===== config.mk =====
export PLATFORM = sky130hd
export DESIGN_NAME = switch_event_arbiter
export DESIGN_NICKNAME = d
export VERILOG_FILES = /design/src/rtl/swt_evt_pkg.sv /design/src/rtl/rr_arbiter.sv /design/src/rtl/switch_event_arbiter.sv
export SDC_FILE = /design/constraint.sdc
export NUM_CORES = 1
export LEC_CHECK = 0
export CORE_UTILIZATION = 30
export CTS_CLUSTER_SIZE = 12
export DETAILED_ROUTE_END_ITERATION = 7
export GPL_TIMING_DRIVEN = 0
export PLACE_DENSITY = 0.45
export SKIP_CTS_REPAIR_TIMING = 1
export SKIP_LAST_GASP = 1
export SLEW_MARGIN = 20
export SYNTH_ARGS = -nofsm -noshare
export SYNTH_HDL_FRONTEND = slang
export SYNTH_SLANG_ARGS = --single-unit

===== constraint.sdc =====
create_clock -name clk -period 7.75 [get_ports clk]
set_input_delay 1.1625 -clock clk [delete_from_list [all_inputs] [get_ports clk]]
set_output_delay 1.1625 -clock clk [all_outputs]
set_load 0.01 [all_outputs]

===== src/rtl/swt_evt_pkg.sv =====
// Shared types and the round-robin search used by switch_event_arbiter.
// The search helper is sized for the largest supported switch count (32).
package swt_evt_pkg;

    typedef enum logic {IDLE, OFFER} state_t;

    localparam int N_DEFAULT = 8;
    localparam int MAX_N     = 32;

    // Returns {found, index}: first set bit of pend after ptr, wrapping at n-1.
    function automatic logic [5:0] rr_pick(input logic [31:0] pend,
                                           input logic [4:0]  ptr,
                                           input int          n);
        logic       found;
        logic [4:0] idx;
        int         j;
        found = 1'b0;
        idx   = '0;
        for (int k = 1; k <= MAX_N; k++) begin
            if (k <= n && !found) begin
                j = int'(ptr) + k;
                if (j >= n) j = j - n;
                if (pend[j[4:0]]) begin
                    found = 1'b1;
                    idx   = j[4:0];
                end
            end
        end
        return {found, idx};
    endfunction

endpackage


===== src/rtl/rr_arbiter.sv =====
// Combinational round-robin priority search: first set request after ptr,
// wrapping explicitly at N-1 so non-power-of-two counts work.
module rr_arbiter
    import swt_evt_pkg::*;
#(
    parameter int N     = N_DEFAULT,
    parameter int IDX_W = $clog2(N)
) (
    input  logic [N-1:0]     req,
    input  logic [IDX_W-1:0] ptr,
    output logic             found,
    output logic [IDX_W-1:0] winner
);

    logic [MAX_N-1:0] req_ext;
    logic [5:0]       pick;

    assign req_ext = MAX_N'(req);
    assign pick    = rr_pick(req_ext, 5'(ptr), N);
    assign found   = pick[5];
    assign winner  = IDX_W'(pick[4:0]);

endmodule


===== src/rtl/switch_event_arbiter.sv =====
// Turns debounced switch levels into queued edge events shared over one
// valid/ready channel. Define SWT_FALL_EVENT_EN to also report falling edges.
module switch_event_arbiter
    import swt_evt_pkg::*;
#(
    parameter int N     = N_DEFAULT,
    parameter int IDX_W = $clog2(N)
) (
    input  logic             clk,
    input  logic             rst,
    input  logic [N-1:0]     de_swt,
    output logic             evt_valid,
    input  logic             evt_ready,
    output logic [IDX_W-1:0] evt_idx,
    output logic             evt_level,
    output logic [N-1:0]     pend,
    output logic             ovf
);

    state_t           state;
    logic             init;
    logic [N-1:0]     prev;
    logic [N-1:0]     plevel;
    logic [N-1:0]     rise;
    logic [N-1:0]     grant;
    logic [N-1:0]     pend_nxt;
    logic [N-1:0]     plevel_nxt;
    logic             ovf_nxt;
    logic             found;
    logic             load;
    logic [IDX_W-1:0] winner;
    logic [IDX_W-1:0] ptr;

    // The init cycle only captures levels, so no edges are seen then.
    assign rise = init ? '0 : (de_swt & ~prev);

`ifdef SWT_FALL_EVENT_EN
    logic [N-1:0] fall;
    assign fall = init ? '0 : (~de_swt & prev);
`endif

    rr_arbiter #(
        .N     (N),
        .IDX_W (IDX_W)
    ) u_rr (
        .req    (pend),
        .ptr    (ptr),
        .found  (found),
        .winner (winner)
    );

    // Searching the registered bitmap keeps same-cycle arrivals out of the pick.
    assign load  = found && (!evt_valid || evt_ready);
    assign grant = load ? (N'(1) << winner) : '0;

    always_comb begin
        pend_nxt   = pend;
        plevel_nxt = plevel;
        ovf_nxt    = 1'b0;
        for (int i = 0; i < N; i++) begin
            if (grant[i]) pend_nxt[i] = 1'b0;
`ifdef SWT_FALL_EVENT_EN
            if (rise[i] || fall[i]) begin
                if (pend[i] && !grant[i]) begin
                    pend_nxt[i] = 1'b0;
                end else begin
                    pend_nxt[i]   = 1'b1;
                    plevel_nxt[i] = rise[i];
                end
            end
`else
            if (rise[i]) begin
                if (pend[i] && !grant[i]) ovf_nxt = 1'b1;
                pend_nxt[i]   = 1'b1;
                plevel_nxt[i] = 1'b1;
            end
`endif
        end
    end

    always_ff @(posedge clk or posedge rst) begin
        if (rst) begin
            init <= 1'b1;
            prev <= '0;
            pend <= '0;
            ovf  <= 1'b0;
        end else if (init) begin
            init <= 1'b0;
            prev <= de_swt;
            ovf  <= 1'b0;
        end else begin
            prev <= de_swt;
            pend <= pend_nxt;
            ovf  <= ovf_nxt;
        end
    end

    // Pending polarity is data only; a bit is always rewritten before it is read.
    always_ff @(posedge clk) begin
        if (!init) plevel <= plevel_nxt;
    end

    always_ff @(posedge clk or posedge rst) begin
        if (rst) begin
            state     <= IDLE;
            evt_valid <= 1'b0;
            evt_idx   <= '0;
            evt_level <= 1'b0;
            ptr       <= IDX_W'(N - 1);
        end else begin
            case (state)
                IDLE: begin
                    if (load) begin
                        state     <= OFFER;
                        evt_valid <= 1'b1;
                        evt_idx   <= winner;
                        evt_level <= plevel[winner];
                        ptr       <= winner;
                    end
                end
                OFFER: begin
                    if (evt_ready) begin
                        if (found) begin
                            evt_idx   <= winner;
                            evt_level <= plevel[winner];
                            ptr       <= winner;
                        end else begin
                            state     <= IDLE;
                            evt_valid <= 1'b0;
                        end
                    end
                end
                default: begin
                    state     <= IDLE;
                    evt_valid <= 1'b0;
                end
            endcase
        end
    end

endmodule

---- After elaboration in Yosys (flattened, before gate mapping) ----
Memory sizes are Yosys's and may differ from the RTL's.
Index checks and enable logic that the tools add are counted.
storage, ports and cells
  memories ................................ 1
  input port bits ......................... 11
  ROM bits ................................ 8
  bits in registers ....................... 27
memory list
  memory           words  bits a word  rd ports  clocked after memory_dff  write ports  RTL line                     text
  (no name shown)  8      1            1         0                         0            switch_event_arbiter.sv:125  evt_level <= plevel[winner];
operators by class
  mux-type cells .......................... 113
  equality and inequality tests ........... 4
  $add $sub $neg .......................... 16
  bitwise logic cells ..................... 4
  reductions and logical operators ........ 37
  $lt $le $gt $ge ......................... 17
  shifts and indexed selects .............. 1
operator list
  cell                   count
  $ge A32 B5 Y1 const B  8
  $mux W5                15
  $mux W1                66
  $mux W3                18
  $lt A5 B6 Y1 const B   8
  $bmux W1 S5            8
  $sub A5 B5 Y5 const B  7
  $add A3 B3 Y4 const B  4
  $mux W8                2
  $reduce_and A2 Y1      8
  $reduce_bool A2 Y1     8
  $logic_and A1 B1 Y1    9
  $logic_not A1 Y1       9
  $add A3 B2 Y4 const B  2
  $and A8 B8 Y8          1
  $not A8 Y8             1
  $shl A1 B3 Y8 const A  1
  $ne A2 B2 Y1 const B   3
  $pmux W1 S2            3
  $pmux W3 S2            1
  $reduce_and A3 Y1      2
  $add A3 B4 Y5 const B  1
  $sub A4 B4 Y5 const B  1
  $add A3 B1 Y4 const B  1
  other kinds (4)        5

---- Longest topological paths before layout ----
  depth in word-level cells ............... 62
  gate-level depth with buffers ........... 15
  mapped depth without buffers ............ 13

---- By module ----
Synthesis repeated with hierarchy kept, for this count alone.
second synthesis, totals
  cell total of the unflattened synthesis .. 206
  area, all modules ....................... 2,067.0 µm²
modules (own cells, without submodules)
  module                area an instance (µm²)  cells an instance  times used
  switch_event_arbiter  1,206.2                 112                1
  rr_arbiter            860.8                   94                 1

---- Least setup slack after synthesis ----
OpenSTA, ideal clock, no wires.
  path kind ............................... register to register
  start ................................... register ptr[1]
  end ..................................... register ovf
  period minus slack after synthesis ...... 4.067 ns
  path slack .............................. 3.683 ns
  arrival time ............................ 3.934 ns
  path buffers ............................ 2
  cell stages (with the launch flop) ...... 14
  data required time ...................... 7.617 ns
  cell sequence ........................... dfstp_2 -> clkbuf_1 -> inv_1 -> ha_1 -> buf_2 -> mux4_2 -> mux2i_2 -> nand3_1 -> or3_4 -> o31ai_4 -> o2bb2ai_2 -> or3b_4 -> a41oi_1 -> o211ai_1
between the ends
  cells in the longest elaborated chain, start to end .. 41
  elaborated cells on any way between the ends .. 121
  those cells by class .................... 16 x add/sub; 8 x order compare; 1 x shift; 79 x mux; 17 x reduce/logical
ends and longest elaborated chain
  item                                                                 RTL line                              text
  start: declaration                                                   switch_event_arbiter.sv:32            logic [IDX_W-1:0] ptr;
  start signal: assignment                                             switch_event_arbiter.sv:109           ptr <= IDX_W'(N - 1);
  start signal: assignment                                             switch_event_arbiter.sv:118           ptr <= winner;
  start signal: assignment                                             switch_event_arbiter.sv:126           ptr <= winner;
  $add A3 B1 Y4 / $add A3 B2 Y4 (equally long branches)                swt_evt_pkg.sv:21                     j = int'(ptr) + k;
  $ge A32 B5 Y1, or another cell as far along                          swt_evt_pkg.sv:22                     if (j >= n) j = j - n;
  $mux W5                                                              swt_evt_pkg.sv:22
  $bmux W1 S5 / $mux W5 (equally long branches)                        swt_evt_pkg.sv:23, swt_evt_pkg.sv:20
  $mux W1 (not written as such) / $bmux W1 S5 (equally long branches)  swt_evt_pkg.sv:23                     if (pend[j[4:0]]) begin
  $mux W3 / $mux W1 (equally long branches)                            swt_evt_pkg.sv:23
  $mux W3                                                              swt_evt_pkg.sv:23
  $mux W3                                                              swt_evt_pkg.sv:20                     if (k <= n && !found) begin
  [25 not listed]                                                      --
  $mux W1                                                              switch_event_arbiter.sv:72            if (rise[i]) begin
  $mux W1                                                              switch_event_arbiter.sv:73            if (pend[i] && !grant[i]) ovf_nxt = 1'b1;
  $mux W1                                                              switch_event_arbiter.sv:72
  $mux W1                                                              switch_event_arbiter.sv:73
  $mux W1                                                              switch_event_arbiter.sv:72
  $mux W1                                                              switch_event_arbiter.sv:73
  $mux W1 *                                                            switch_event_arbiter.sv:72
  $mux W1 *                                                            switch_event_arbiter.sv:87            end else if (init) begin
  end signal: assignment                                               switch_event_arbiter.sv:94            ovf <= ovf_nxt;
  end: declaration                                                     switch_event_arbiter.sv:17            output logic ovf
Mark *: on every way between the ends. The rest lies on a longest branch, timed or not. The select of a mux whose other input is x is not followed.
A chain may end at the register's enable or synchronous reset.

---- Final worst setup path ----
  start ................................... register ptr[1]
  end ..................................... register pend[7]
between the ends
  cells in the longest elaborated chain, start to end .. 24
  elaborated cells on any way between the ends .. 90
  those cells by class .................... 16 x add/sub; 8 x order compare; 1 x shift; 62 x mux; 3 x reduce/logical
ends and longest elaborated chain
  item                                                                 RTL line                              text
  $add A3 B1 Y4 / $add A3 B2 Y4 (equally long branches)                swt_evt_pkg.sv:21
  $ge A32 B5 Y1, or another cell as far along                          swt_evt_pkg.sv:22
  $mux W5                                                              swt_evt_pkg.sv:22
  $bmux W1 S5 / $mux W5 (equally long branches)                        swt_evt_pkg.sv:23, swt_evt_pkg.sv:20
  $mux W1 (not written as such) / $bmux W1 S5 (equally long branches)  swt_evt_pkg.sv:23
  $mux W3 / $mux W1 (equally long branches)                            swt_evt_pkg.sv:23
  $mux W3                                                              swt_evt_pkg.sv:23
  $mux W3                                                              swt_evt_pkg.sv:20
  [8 not listed]                                                       --
  $mux W3                                                              swt_evt_pkg.sv:23
  $mux W3                                                              swt_evt_pkg.sv:20
  $mux W3                                                              swt_evt_pkg.sv:23
  $mux W3                                                              swt_evt_pkg.sv:20
  $shl A1 B3 Y8                                                        switch_event_arbiter.sv:54            assign grant = load ? (N'(1) << winner) : '0;
  $mux W8 *                                                            switch_event_arbiter.sv:54
  $reduce_bool A2 Y1 (no line) *                                       --
  $reduce_and A2 Y1 (no line) *                                        --
  end signal: assignment                                               switch_event_arbiter.sv:93            pend <= pend_nxt;
  end: declaration                                                     switch_event_arbiter.sv:16            output logic [N-1:0] pend,
Marks and branches as above.

==> results.cfg <==
[timing]
setup_viol = 0
relSlewSlack_pct = 52.0
period_share_pct = 65.3
tightest_slew_ps = 716
timing.fmax_mhz = 197
rsz0062_at_grt = false
skew_ps = 7.99
fin_setup_tns_ps = 0
period_minus_slack_ps = 5060
drv_slew = 0
hold_viol = 0

[route]
viasPerCell = 5.37
routed_wl_um = 5180
route.detailed.drc = 0
vias = 1725
antenna_left = 0
drt-pass1-iter-count = 4
wl_per_cell_um = 16.1
drtIter0Drc = 103

[layout]
drive_gt1_share_pct = 15.6
n_antenna_cell = 0
seq_area_um2 = 681
multi_input_area_um2 = 1270
area_growth_pct = 18.9
n_fill_cell = 654
nets = 264
layout.cells.non_filler = 321

[global_routing]
grtUsageTotal_pct = 15.9
grt_first_pass_wirelength_um = 9000
grt_pass1_vias = 1765
grt.overflow.total = 0
antenna_found_initial = 0
grt_max_degree = 28

[place]
numPortBuffers = 24
dpl.hpwl_um = 3890
place_congestion = 0.837
dp_cells = 317

[clock_tree]
clkSinkCount = 27
insertion_delay_ps = 280
numCtsBuffers = 3
cts_tree = yes
cts-htree-levels = 1
cts-root-buf = clkbuf_8
clkTransAtPathRegs_ps = 90
cts_buffer_depth = 2

[yosys]
synthTopCellsByArea = dfrtp_1, mux4_2, nand2_1
yosysMostFrequentCell = nand2_1
synthTopCellsByCount = nand2_1, dfrtp_1, nor2_1, inv_1, nand3_1
syn_area_per_cell_um2 = 9.42
syn_inst = 216
synth_ff_type = dfrtp_1
synthesis.nets = 235
yosys_warnings = 0
ys_seq_area_share_pct = 33.5
synth_edf_count = 0
async_reset_ff_share_pct = 100
netlist_area_um2 = 2030
synth_cell_type_count = 55
synth_top_cell_area_share_pct = 28.3
synth_seq_cells = 27
yosys.area.top_type = dfrtp_1

[worst_setup_path]
crit_top_cell = a211oi_1
path_class = flip-flop to flip-flop
crit_chain = clkbuf_1, inv_1, ha_1, buf_2, mux4_2, mux2i_2, nand3_1, nor3_1, a211oi_1, a211oi_1, o21ai_1, or3b_1, a22o_1
slowest_delay_ps = 630
crit_family = compound AO/OA/AOI/OAI gates
crit_path_top_delay_cell = a211oi_1
cp-end-kind = flip-flop
cp.arrival_ps = 5230
required_ps = 7920
cp_max_fo = 10
path_buf_inv = 3
start_kind = flip-flop

[floorplanning]
start_util_pct = 31.5
die_w_um = 84.4
dieArea_um2 = 7110
coreArea_um2 = 6460
rows = 29
io_pins = 25
die_h_um = 84.4

[run]
drv_cap = 0

[outcome]
status = finished, final reports clean

[hold_path]
hold_class = flip-flop to flip-flop
==> state kept, by name, summed over array words and instances, names as in the netlist <==
name and count:
ptr 3, evt_idx 3, init 1, pend 8, state 1, ovf 1, prev 8, evt_valid 1
evt_level 1
==> cell type report <==
class	instances	area share (%)
Clock buffer	3	1.71
Multi-Input combinational cell	171	52.7
Tap cell	77	3.98
Inverter	11	1.71
Clock inverter	1	0.310
Buffer	7	1.55
Sequential cell	27	28.1
Timing Repair Buffer	24	9.93
==> cells by family after synthesis <==
| logic type | share of synthesized area (%) |
|---|---|
| fa+ha+maj | 4.92 |
| flops | 33.5 |
| compound gates | 17.9 |
| mux | 16.2 |
| simple gates | 22.6 |
| xor+xnor | 0.861 |
| other cells | 0.184 |
| buf+inv | 3.87 |
==> routing by layer <==
layer	vias up	track usage, %	part of all wire (%)
met5	-	0	0
met4	0	5.08	1.1
met3	6	1.57	2.5
met2	36	25.8	46
met1	842	22.4	50
li1	841	-	-
==> through the flow <==
| step | utilization (%) | setup slack (ps) | hold slack, ps | area [um2] |
|---|---|---|---|---|
| 2_1_floorplan | - | 3680 | 429 | 2030 |
| 3_3_place_gp | 36.7 | 2620 | 443 | 2370 |
| 3_5_place_dp | 36.7 | 2720 | 448 | 2370 |
| 4_1_cts | 37.5 | 2700 | 462 | 2420 |
| 5_1_grt | 37.5 | 2340 | 495 | 2420 |
| 6_report | 37.5 | 2690 | 466 | 2420 |
==> final timing paths <==
path                                    start               endpoint  slack, ps  cells past startpoint
max                        ptr[1]$_DFFE_PP1P_    pend[7]$_DFFE_PP0P_       2690                     13
max in group asynchronous                 rst    pend[7]$_DFFE_PP0P_       6120                      2
max reg2reg                ptr[1]$_DFFE_PP1P_    pend[7]$_DFFE_PP0P_       2690                     13
min in group asynchronous                 rst      prev[5]$_DFF_PP0_       1250                      2
min                           state$_DFF_PP0_  evt_valid$_DFFE_PP0P_        470                      1
min reg2reg                   state$_DFF_PP0_  evt_valid$_DFFE_PP0P_        470                      1
==> worst register-to-register path, delay by kind of cell, from the launching register on <==
kind	cells	cell delay [ps]
AOI/OAI and AO/OA	4	1260
adders and majority gates	1	340
buffers and inverters	3	930
DFF	1	600
muxes	2	960
and+or+nand+nor	3	870
==> placed cells by master, fill, tap and decap left out, types with 4 or more instances in the layout <==
cell type / count
nor3_1: 4
or3b_1: 5
inv_1: 10
mux2i_1: 4
mux4_2: 9
a21oi_1: 7
nor2_1: 23
nand2_1: 30
nand3_1: 11
clkdlybuf4s50_1: 24
dfrtp_1: 23
ha_1: 8
a211oi_1: 4
dfstp_2: 4
o21ai_1: 6
o21ai_0: 4
Power is not shown: default switching activity piles up to over one toggle a cycle in this logic, so the estimate is an artifact.
